===== config.mk =====
export PLATFORM = sky130hd
export DESIGN_NAME = vga_timing_generator
export DESIGN_NICKNAME = d
export VERILOG_FILES = /design/src/rtl/vga_timing_pkg.sv /design/src/rtl/pixel_tick_divider.sv /design/src/rtl/vga_timing_generator.sv
export SDC_FILE = /design/constraint.sdc
export NUM_CORES = 1
export LEC_CHECK = 0
export CORE_MARGIN = 5
export CORE_UTILIZATION = 60
export DETAILED_ROUTE_END_ITERATION = 12
export PLACE_DENSITY = 0.81
export SLEW_MARGIN = 20
export SYNTH_ARGS = -nofsm -noshare
export SYNTH_HDL_FRONTEND = slang
export SYNTH_SLANG_ARGS = --single-unit

===== constraint.sdc =====
create_clock -name i_clk -period 3.4 [get_ports i_clk]
set_clock_uncertainty 0.2 [all_clocks]
set_input_delay 0.68 -clock i_clk [delete_from_list [all_inputs] [get_ports i_clk]]
set_output_delay 0.68 -clock i_clk [all_outputs]
set_load 0.02 [all_outputs]

===== src/rtl/vga_timing_pkg.sv =====
// Shared 640x480@60 raster constants, counter width and the cell geometry
// that the downstream pixel generator is built around.
package vga_timing_pkg;

   localparam int CNT_W = 10;

   localparam int VGA_H_ACTIVE = 640;
   localparam int VGA_H_FP     = 16;
   localparam int VGA_H_SYNC   = 96;
   localparam int VGA_H_BP     = 48;
   localparam int VGA_H_TOTAL  = VGA_H_ACTIVE + VGA_H_FP + VGA_H_SYNC + VGA_H_BP;
   localparam int VGA_H_SYNC_START = VGA_H_ACTIVE + VGA_H_FP;
   localparam int VGA_H_SYNC_END   = VGA_H_SYNC_START + VGA_H_SYNC;

   localparam int VGA_V_ACTIVE = 480;
   localparam int VGA_V_FP     = 10;
   localparam int VGA_V_SYNC   = 2;
   localparam int VGA_V_BP     = 33;
   localparam int VGA_V_TOTAL  = VGA_V_ACTIVE + VGA_V_FP + VGA_V_SYNC + VGA_V_BP;
   localparam int VGA_V_SYNC_START = VGA_V_ACTIVE + VGA_V_FP;
   localparam int VGA_V_SYNC_END   = VGA_V_SYNC_START + VGA_V_SYNC;

   localparam int VGA_CELL_W  = 21;
   localparam int VGA_CELLS_X = 30;

   typedef enum logic {
      ST_RESYNC,
      ST_RUN
   } tg_state_e;

   // Counter width for a modulo-n count; never narrower than one bit.
   function automatic int bitsFor(input int n);
      return (n > 1) ? $clog2(n) : 1;
   endfunction

endpackage


===== src/rtl/pixel_tick_divider.sv =====
// Divides the system clock down to a one-cycle pixel tick every CLK_DIV clocks.
module pixel_tick_divider
   import vga_timing_pkg::*;
#(
   parameter int CLK_DIV = 4
) (
   input  logic i_clk,
   input  logic i_reset,
   output logic o_tick
);

   localparam int DIV_W = bitsFor(CLK_DIV);
   localparam logic [DIV_W-1:0] DIV_LAST = DIV_W'(CLK_DIV - 1);

   logic [DIV_W-1:0] r_div;
   logic             w_tick;

   // With CLK_DIV == 1 the counter is pinned at zero, which already equals DIV_LAST.
   assign w_tick = (r_div == DIV_LAST);

   always_ff @(posedge i_clk) begin
      if (i_reset || w_tick) begin
         r_div <= '0;
      end else begin
         r_div <= r_div + DIV_W'(1);
      end
   end

   assign o_tick = w_tick;

endmodule


===== src/rtl/vga_timing_generator.sv =====
// Raster counters, cell tracking and registered strobes/levels feeding the pixel generator.
module vga_timing_generator
   import vga_timing_pkg::*;
#(
   parameter int CLK_DIV  = 4,
   parameter int H_ACTIVE = VGA_H_ACTIVE,
   parameter int H_FP     = VGA_H_FP,
   parameter int H_SYNC   = VGA_H_SYNC,
   parameter int H_BP     = VGA_H_BP,
   parameter int V_ACTIVE = VGA_V_ACTIVE,
   parameter int V_FP     = VGA_V_FP,
   parameter int V_SYNC   = VGA_V_SYNC,
   parameter int V_BP     = VGA_V_BP,
   parameter int CELL_W   = VGA_CELL_W,
   parameter int CELLS_X  = VGA_CELLS_X
) (
   input  logic             i_clk,
   input  logic             i_reset,
   output logic             o_hsync,
   output logic             o_vsync,
   output logic             o_de,
   output logic             o_line_start,
   output logic             o_cell_adv,
   output logic             o_row_adv,
   output logic             o_frame_start,
   output logic             o_vblank_start,
   output logic [CNT_W-1:0] o_h_cnt,
   output logic [CNT_W-1:0] o_v_cnt
);

   localparam int H_TOTAL      = H_ACTIVE + H_FP + H_SYNC + H_BP;
   localparam int V_TOTAL      = V_ACTIVE + V_FP + V_SYNC + V_BP;
   localparam int H_SYNC_START = H_ACTIVE + H_FP;
   localparam int H_SYNC_END   = H_SYNC_START + H_SYNC;
   localparam int V_SYNC_START = V_ACTIVE + V_FP;
   localparam int V_SYNC_END   = V_SYNC_START + V_SYNC;
   localparam int PX_W         = bitsFor(CELL_W);
   localparam int IDX_W        = bitsFor(CELLS_X);

   localparam logic [CNT_W-1:0] H_LAST     = CNT_W'(H_TOTAL - 1);
   localparam logic [CNT_W-1:0] V_LAST     = CNT_W'(V_TOTAL - 1);
   localparam logic [CNT_W-1:0] H_ACT_END  = CNT_W'(H_ACTIVE);
   localparam logic [CNT_W-1:0] H_ACT_LAST = CNT_W'(H_ACTIVE - 1);
   localparam logic [CNT_W-1:0] V_ACT_END  = CNT_W'(V_ACTIVE);
   localparam logic [CNT_W-1:0] V_ACT_LAST = CNT_W'(V_ACTIVE - 1);
   localparam logic [CNT_W-1:0] HS_BEGIN   = CNT_W'(H_SYNC_START);
   localparam logic [CNT_W-1:0] HS_STOP    = CNT_W'(H_SYNC_END);
   localparam logic [CNT_W-1:0] VS_BEGIN   = CNT_W'(V_SYNC_START);
   localparam logic [CNT_W-1:0] VS_STOP    = CNT_W'(V_SYNC_END);
   localparam logic [PX_W-1:0]  PX_LAST    = PX_W'(CELL_W - 1);
   localparam logic [IDX_W-1:0] IDX_LAST   = IDX_W'(CELLS_X - 1);

   logic             w_tick;
   tg_state_e        r_state;
   tg_state_e        w_state_next;

   logic [CNT_W-1:0] r_h_cnt;
   logic [CNT_W-1:0] r_v_cnt;
   logic [CNT_W-1:0] w_h_next;
   logic [CNT_W-1:0] w_v_next;
   logic [PX_W-1:0]  r_cell_px;
   logic [PX_W-1:0]  w_cell_px_next;
   logic [IDX_W-1:0] r_cell_idx;
   logic [IDX_W-1:0] w_cell_idx_next;

   logic             w_h_wrap;
   logic             w_v_wrap;
   logic             w_h_active;
   logic             w_v_active;
   logic             w_cell_last_px;
   logic             w_cell_adv;
   logic             w_line_start;
   logic             w_row_adv;
   logic             w_vblank_start;
   logic             w_frame_start;
   logic             w_hsync_n;
   logic             w_vsync_n;
   logic             w_de;

   logic             r_hsync;
   logic             r_vsync;
   logic             r_de;
   logic             r_line_start;
   logic             r_cell_adv;
   logic             r_row_adv;
   logic             r_frame_start;
   logic             r_vblank_start;
   logic [CNT_W-1:0] r_h_out;
   logic [CNT_W-1:0] r_v_out;

   pixel_tick_divider #(
      .CLK_DIV (CLK_DIV)
   ) u_tick_divider (
      .i_clk   (i_clk),
      .i_reset (i_reset),
      .o_tick  (w_tick)
   );

   // RESYNC marks that the next tick must also announce a new frame to the generator.
   always_ff @(posedge i_clk) begin
      if (i_reset) begin
         r_state <= ST_RESYNC;
      end else begin
         r_state <= w_state_next;
      end
   end

   always_comb begin
      w_state_next = r_state;
      case (r_state)
         ST_RESYNC: if (w_tick) w_state_next = ST_RUN;
         ST_RUN:    w_state_next = ST_RUN;
         default:   w_state_next = ST_RESYNC;
      endcase
   end

   always_comb begin
      w_h_wrap       = (r_h_cnt == H_LAST);
      w_v_wrap       = (r_v_cnt == V_LAST);
      w_h_active     = (r_h_cnt < H_ACT_END);
      w_v_active     = (r_v_cnt < V_ACT_END);
      w_cell_last_px = (r_cell_px == PX_LAST);
      w_cell_adv     = w_h_active && w_cell_last_px && (r_cell_idx < IDX_LAST);
      w_line_start   = w_h_wrap;
      w_row_adv      = (r_h_cnt == H_ACT_LAST) && w_v_active;
      w_vblank_start = w_h_wrap && (r_v_cnt == V_ACT_LAST);
      w_frame_start  = (w_h_wrap && w_v_wrap) || (r_state == ST_RESYNC);
      w_hsync_n      = !((r_h_cnt >= HS_BEGIN) && (r_h_cnt < HS_STOP));
      w_vsync_n      = !((r_v_cnt >= VS_BEGIN) && (r_v_cnt < VS_STOP));
      w_de           = w_h_active && w_v_active;
   end

   // The last cell of a row absorbs the leftover pixels, so its index saturates.
   always_comb begin
      w_h_next        = r_h_cnt + CNT_W'(1);
      w_v_next        = r_v_cnt;
      w_cell_px_next  = r_cell_px;
      w_cell_idx_next = r_cell_idx;
      if (w_h_wrap) begin
         w_h_next        = '0;
         w_cell_px_next  = '0;
         w_cell_idx_next = '0;
         w_v_next        = w_v_wrap ? '0 : (r_v_cnt + CNT_W'(1));
      end else if (w_h_active) begin
         if (w_cell_last_px) begin
            w_cell_px_next = '0;
            if (r_cell_idx < IDX_LAST) begin
               w_cell_idx_next = r_cell_idx + IDX_W'(1);
            end
         end else begin
            w_cell_px_next = r_cell_px + PX_W'(1);
         end
      end
   end

   // Outputs capture the pre-advance state on each tick; strobes drop on every non-tick cycle.
   always_ff @(posedge i_clk) begin
      if (i_reset) begin
         r_h_cnt        <= '0;
         r_v_cnt        <= '0;
         r_cell_px      <= '0;
         r_cell_idx     <= '0;
         r_hsync        <= 1'b1;
         r_vsync        <= 1'b1;
         r_de           <= 1'b0;
         r_line_start   <= 1'b0;
         r_cell_adv     <= 1'b0;
         r_row_adv      <= 1'b0;
         r_frame_start  <= 1'b0;
         r_vblank_start <= 1'b0;
         r_h_out        <= '0;
         r_v_out        <= '0;
      end else if (w_tick) begin
         r_h_cnt        <= w_h_next;
         r_v_cnt        <= w_v_next;
         r_cell_px      <= w_cell_px_next;
         r_cell_idx     <= w_cell_idx_next;
         r_hsync        <= w_hsync_n;
         r_vsync        <= w_vsync_n;
         r_de           <= w_de;
         r_line_start   <= w_line_start;
         r_cell_adv     <= w_cell_adv;
         r_row_adv      <= w_row_adv;
         r_frame_start  <= w_frame_start;
         r_vblank_start <= w_vblank_start;
         r_h_out        <= r_h_cnt;
         r_v_out        <= r_v_cnt;
      end else begin
         r_line_start   <= 1'b0;
         r_cell_adv     <= 1'b0;
         r_row_adv      <= 1'b0;
         r_frame_start  <= 1'b0;
         r_vblank_start <= 1'b0;
      end
   end

   assign o_hsync        = r_hsync;
   assign o_vsync        = r_vsync;
   assign o_de           = r_de;
   assign o_line_start   = r_line_start;
   assign o_cell_adv     = r_cell_adv;
   assign o_row_adv      = r_row_adv;
   assign o_frame_start  = r_frame_start;
   assign o_vblank_start = r_vblank_start;
   assign o_h_cnt        = r_h_out;
   assign o_v_cnt        = r_v_out;

endmodule

==> results of run 1 <==
## sequential cells by signal (all words and copies together) (netlist names), 2 cells and up
register              count
o_h_cnt                  10
r_cell_px                 5
u_tick_divider.r_div      2
o_v_cnt                  10
r_h_cnt                  10
r_cell_idx                5
r_v_cnt                  10
## path summary, 6_finish.rpt
check / from / end / slack [ns] / cells past startpoint
worst max-delay path: u_tick_divider.r_div[0] / o_row_adv / 1.16 / 6
worst max register to register: u_tick_divider.r_div[0] / o_row_adv / 1.16 / 6
worst min register to register: u_tick_divider.r_div[0] / u_tick_divider.r_div[0] / 0.24 / 1
worst min-delay path: u_tick_divider.r_div[0] / u_tick_divider.r_div[0] / 0.24 / 1
## final cells by class
type,instances,area share [%]
well taps,52,2.03
clock inverters,4,2.18
multi-input cells,208,42.0
flip-flops and latches,61,38.1
clock buffers,12,4.84
repair buffers,32,9.75
inverters,10,1.17
## power by group
group           total, W  internal (W)  leakage (nW)  switching (W)
Combinational  0.0000587     0.0000216         0.492      0.0000371
Sequential      0.000727      0.000722         0.492     0.00000510
Clock           0.000721      0.000450         0.116       0.000270
Total            0.00151       0.00119          1.10       0.000313
## placed cells by master, fill, tap and decap left out, types with 3 or more instances in the layout
master           count
inv_1               10
clkbuf_8            11
mux2i_1             19
clkdlybuf4s50_1     29
nand3_1             20
a211o_1              3
xor2_1               6
nand2_1             14
nand4_1              9
o21ai_0              7
dfxtp_1             61
nor3_1               6
or3_2                3
o31ai_1              3
buf_4                3
or3_1                6
nor2_1              38
a21oi_1             22
ha_1                 7
or4_1                3
## per-stage QoR
step / std cells / setup WS, ns
CTS: 379 / 1.15
finish: 379 / 1.16
global placement: 363 / 0.988
global route: 379 / 0.989
floorplan: 300 / 1.60
detailed placement: 363 / 0.956
## cells by family (layout without fill, tap and decap cells)
kind of cell	after synthesis	count (layout)	share of synthesized area (%)
and+or+nand+nor	125	125	25.2
DFF	61	61	44.8
AOI/OAI and AO/OA	48	48	10.8
buffers and inverters	31	58	5.92
muxes	19	19	6.98
adders and majority gates	8	8	3.67
xor gates and xnor gates	8	8	2.57
## metal layers
metal / part of all wire (%) / wire length (um)
met5: 0 / 0
met4: 2.6 / 148
met3: 4.3 / 244
met2: 48 / 2700
met1: 45 / 2580
==> run metrics, run 1 <==
Worst Setup Start Kind flip-flop; family with the most delay on the worst path simple AND/OR/NAND/NOR gates; Worst-path clk slew 0.07 ns; Net count, final around 330; Total Wirelength ~5700 um; Worst Path Required 3.46 ns; Tmin final 2.24 ns; clk root buf clkbuf_8; GR Util met3 3.82%; Cell Chain, Critical Path ha_2 > buf_4 > inv_1 > nor4b_1 > nand3_1 > nor4_1; layout cells sized above 1 9.17%; Static Leak roughly 1.1 nW; Die Span Y between 70 and 80 um; Critical Path Slowest Stage Cell nor4b_1; TritonCTS clock tree yes; Multi-input gate area 0.00135 sq mm; H-tree Lvls 3; initial cell density of the core 62.2%; count of flip-flops with a built-in enable after synthesis 0; Fin Hold WS 0.244 ns; FFs w/ async S/R, synth 0%; dominant cell type by area after synthesis dfxtp_1; pwr dens 470 mW/mm^2; drt wl/cell 15.0 um; Post-synth top flop dfxtp_1; fillers approximately 330; Max Fclk 446 MHz; drt via density 5.86; worst-path fanout max 22; largest net degree at the start of global routing 32; ant diodes 0; met2 usage 32.0%; Post-CTS Repair Setup Buffers 0; CP max stage delay 0.41 ns; top post-synthesis cells by area dfxtp_1, mux2i_1, nor2_1; GR peak layer met2; Post-DRT Antenna Nets 0; CP Capture Type flip-flop; vias in the first global route 2089; total grt overflow 0; Max clock buf depth 2; initial antenna violation count 0; Fin Setup TNS 0 ns; final instance area approximately 0.0032 sq mm; Final Setup Violations 0; area post-placement 0.00298 sq mm; Yosys Warn Count 0; worst vdd rail ir drop 0.309 mV; status finished clean; DRC 0; core area 0.00438 sq mm; DR iter-0 viols 215; Rel. slew slack 61.7%; post-synthesis net count 310; CTS sink count 61; std cell rows 24; worst-skew pair later-pin latency approximately 0.34 ns; Synth top area share between 40% and 50%; sequential-to-total area share from yosys stat between 40% and 50%; via count roughly 2200; Die X slightly below 80 um; # IOs 30; Layout area overhead 17.7%; Tot GR Track Use 20.3%; Yosys reg bits 61; post-DP HPWL between 3000 and 4000 um; Hold-fix buffers, CTS 0; fin util 73.2%; Slew @ Worst Pin 0.570 ns; Hold Crit Class reg -> reg; Slew Viols, Final 0; most frequent cell after synthesis dfxtp_1; RSZ-0062 raised after global routing no; port bufs 29; Cells after Synth 300; FF+latch area about 0.0012 sq mm; GP Congestion 0.857; total power 0.00151 W; mapped cell area 0.00273 sq mm; Critical Path AT between 2 and 2.5 ns; max_cap viols 0; met1 Use GR between 20% and 30%; global-route wire length before repair 9810 um; Hold Fails Final Rpt 0; syn avg cell area between 9 and 10 sq um; number of gates resized after CTS 0; Num CTS Buffers 9; Buf/Inv on CP 2; Cell variety after synth approximately 50; CP Class reg -> reg; fin crit share 65.9%; DRT Pass-1 Iters 4; synth cell count leaders dfxtp_1, nor2_1, a21oi_1, nand3_1, mux2i_1; die area 0.00599 sq mm
No activity file was read; power rests on OpenSTA's default activity.
==> run 2, diff against run 1 <==
--- a/config.mk
+++ b/config.mk
@@ -6,9 +6,9 @@
 export NUM_CORES = 1
 export LEC_CHECK = 0
 export CORE_MARGIN = 5
-export CORE_UTILIZATION = 60
+export CORE_UTILIZATION = 55
 export DETAILED_ROUTE_END_ITERATION = 12
-export PLACE_DENSITY = 0.81
+export PLACE_DENSITY = 0.75
 export SLEW_MARGIN = 20
 export SYNTH_ARGS = -nofsm -noshare
 export SYNTH_HDL_FRONTEND = slang
==> constraint.sdc (replaced) <==
create_clock -name i_clk -period 2.3 [get_ports i_clk]
set_clock_uncertainty 0.2 [all_clocks]
set_input_delay 0.46 -clock i_clk [delete_from_list [all_inputs] [get_ports i_clk]]
set_output_delay 0.46 -clock i_clk [all_outputs]
set_load 0.02 [all_outputs]
==> run metrics, run 2 (synthesized netlist as in run 1, its figures left out) <==
commonest non-fill, non-tap cell in the layout dfxtp_1; Worst-path clk slew 0.07 ns (about the same); layout cells sized above 1 12.6% (+3.4 points); ant diodes 0 (unchanged); Final Setup Violations 0 (unchanged); RSZ-0062 raised after global routing no; placed insts 393 (+8.3%); initial antenna violation count 0 (unchanged); worst-skew pair later-pin latency 0.33 ns (about the same); CP max stage delay 0.52 ns (+0.11 ns); Cell Chain, Critical Path and4b_1 > buf_4 > nand4_2 > or4_1 > a21oi_1; CP Capture Type flip-flop; Slew @ Worst Pin 0.564 ns (-0.00586 ns); Die Span Y 80.4 um (+3.9%); fin crit share 88.5% (+23 points); drt via density 5.65 (-3.6%); largest net degree at the start of global routing 21 (-34%); TritonCTS clock tree yes; core area 0.00475 sq mm (+8.4%); drt wl/cell 14.7 um (-1.4%); DR iter-0 viols 196 (-8.8%); CTS sink count 61 (unchanged); total grt overflow 0 (unchanged); GP Congestion 0.837 (-2.3%); post-DP HPWL 4250 um (+10%); Worst Hold Depth 1 (unchanged); initial cell density of the core 57.3% (-4.8 points); Total Wirelength 6020 um (+6.1%); pwr dens 614 mW/mm^2 (+31%); Max clock buf depth 2 (unchanged); Static Leak 1.16 nW (+5.0%); Post-CTS Repair Setup Buffers 0 (unchanged); via count 2307 (+3.8%); cells on worst reg2reg path 5 (-1); Hold Fails Final Rpt 0 (unchanged); Layout Cells excl Fill 408 (+7.7%); # IOs 30 (unchanged); Critical Path AT 2.11 ns (-0.19 ns); DRC 0 (unchanged); most frequent cells in the layout dfxtp_1, nor2_1, clkdlybuf4s50_1; fillers 402 (+21%); worst-path fanout max 6 (-73%); Max Fclk 491 MHz (+10%); worst vdd rail ir drop 0.419 mV (+36%); Layout area overhead 20.7%; port bufs 29 (unchanged); Hold Crit Class reg -> reg; CP Class reg -> reg; vias in the first global route 2172 (+4.0%); Tmin final 2.03 ns (-0.207 ns); number of gates resized after CTS 0 (unchanged); Critical Path Slowest Stage Cell or4_1; Die X 80.4 um (+3.9%); Worst Setup Start Kind flip-flop; max_cap viols 0 (unchanged); std cell rows 25 (+4.2%); clk root buf clkbuf_8; die area 0.00646 sq mm (+7.9%); Tot GR Track Use 20.9% (+0.60 points); global-route wire length before repair 10300 um (+4.9%); Rel. slew slack 62.1% (+0.39 points); H-tree Lvls 3 (unchanged); Post-DRT Antenna Nets 0 (unchanged); Net count, final 347 (+4.5%); Fin Setup TNS 0 ns (unchanged); Hold-fix buffers, CTS 0 (unchanged); DRT Pass-1 Iters 4 (unchanged); Num CTS Buffers 9 (unchanged); status finished clean; Slew Viols, Final 0 (unchanged); Worst Path Required 2.37 ns (-1.09 ns)
==> run 2: worst paths after layout <==
kind / endpoint / startpoint / slack (ns)
setup / recovery: r_v_cnt[8] / r_h_cnt[2] / 0.27
setup reg to reg: r_v_cnt[8] / r_h_cnt[2] / 0.27
hold / removal: u_tick_divider.r_div[0] / u_tick_divider.r_div[0] / 0.23
hold reg to reg: u_tick_divider.r_div[0] / u_tick_divider.r_div[0] / 0.23
==> run 2: cell type report <==
class | instances | area [sq um] | area share, %
Clock buffer | 14 | 173 | 5.25
Timing Repair Buffer | 47 | 425 | 12.9
Tap cell | 67 | 83.8 | 2.55
Inverter | 10 | 37.5 | 1.14
Clock inverter | 1 | 5.00 | 0.152
Multi-Input combinational cell | 208 | 1350 | 40.9
Sequential cell | 61 | 1220 | 37.1
==> run 2: worst max-delay path: cells and delay by family, from the launching register on <==
kind | cells | cell delay (ns)
AND/OR/NAND/NOR | 3 | 1.01
flip-flops | 1 | 0.43
buffers and inverters | 1 | 0.18
AO/OA/AOI/OAI | 1 | 0.15
==> run 2: layer usage <==
layer	share of wire [%]	global-route usage, %	up-vias
li1	-	-	1143
met1	47	27.5	1093
met2	45	31.4	61
met3	5.5	5.49	10
met4	1.8	10.3	0
met5	0	0	-
==> run 2: power by group <==
group          internal [W]  switching [W]
Combinational     0.0000355      0.0000557
Clock              0.000473       0.000385
Sequential          0.00107     0.00000717
==> run 2: per-stage QoR <==
stage / util (%) / power (W) / setup slack (ns) / hold WS, ns / cell area (sq um)
floorplan: - / 0.00116 / 0.496 / 0.204 / 2730
global placement: 65.5 / 0.00119 / 0.255 / 0.217 / 3110
detailed placement: 65.5 / 0.00119 / 0.217 / 0.221 / 3110
CTS: 69.2 / 0.00204 / 0.279 / 0.230 / 3290
global route: 69.2 / 0.00211 / 0.0196 / 0.256 / 3290
finish: 69.2 / 0.00202 / 0.265 / 0.233 / 3290
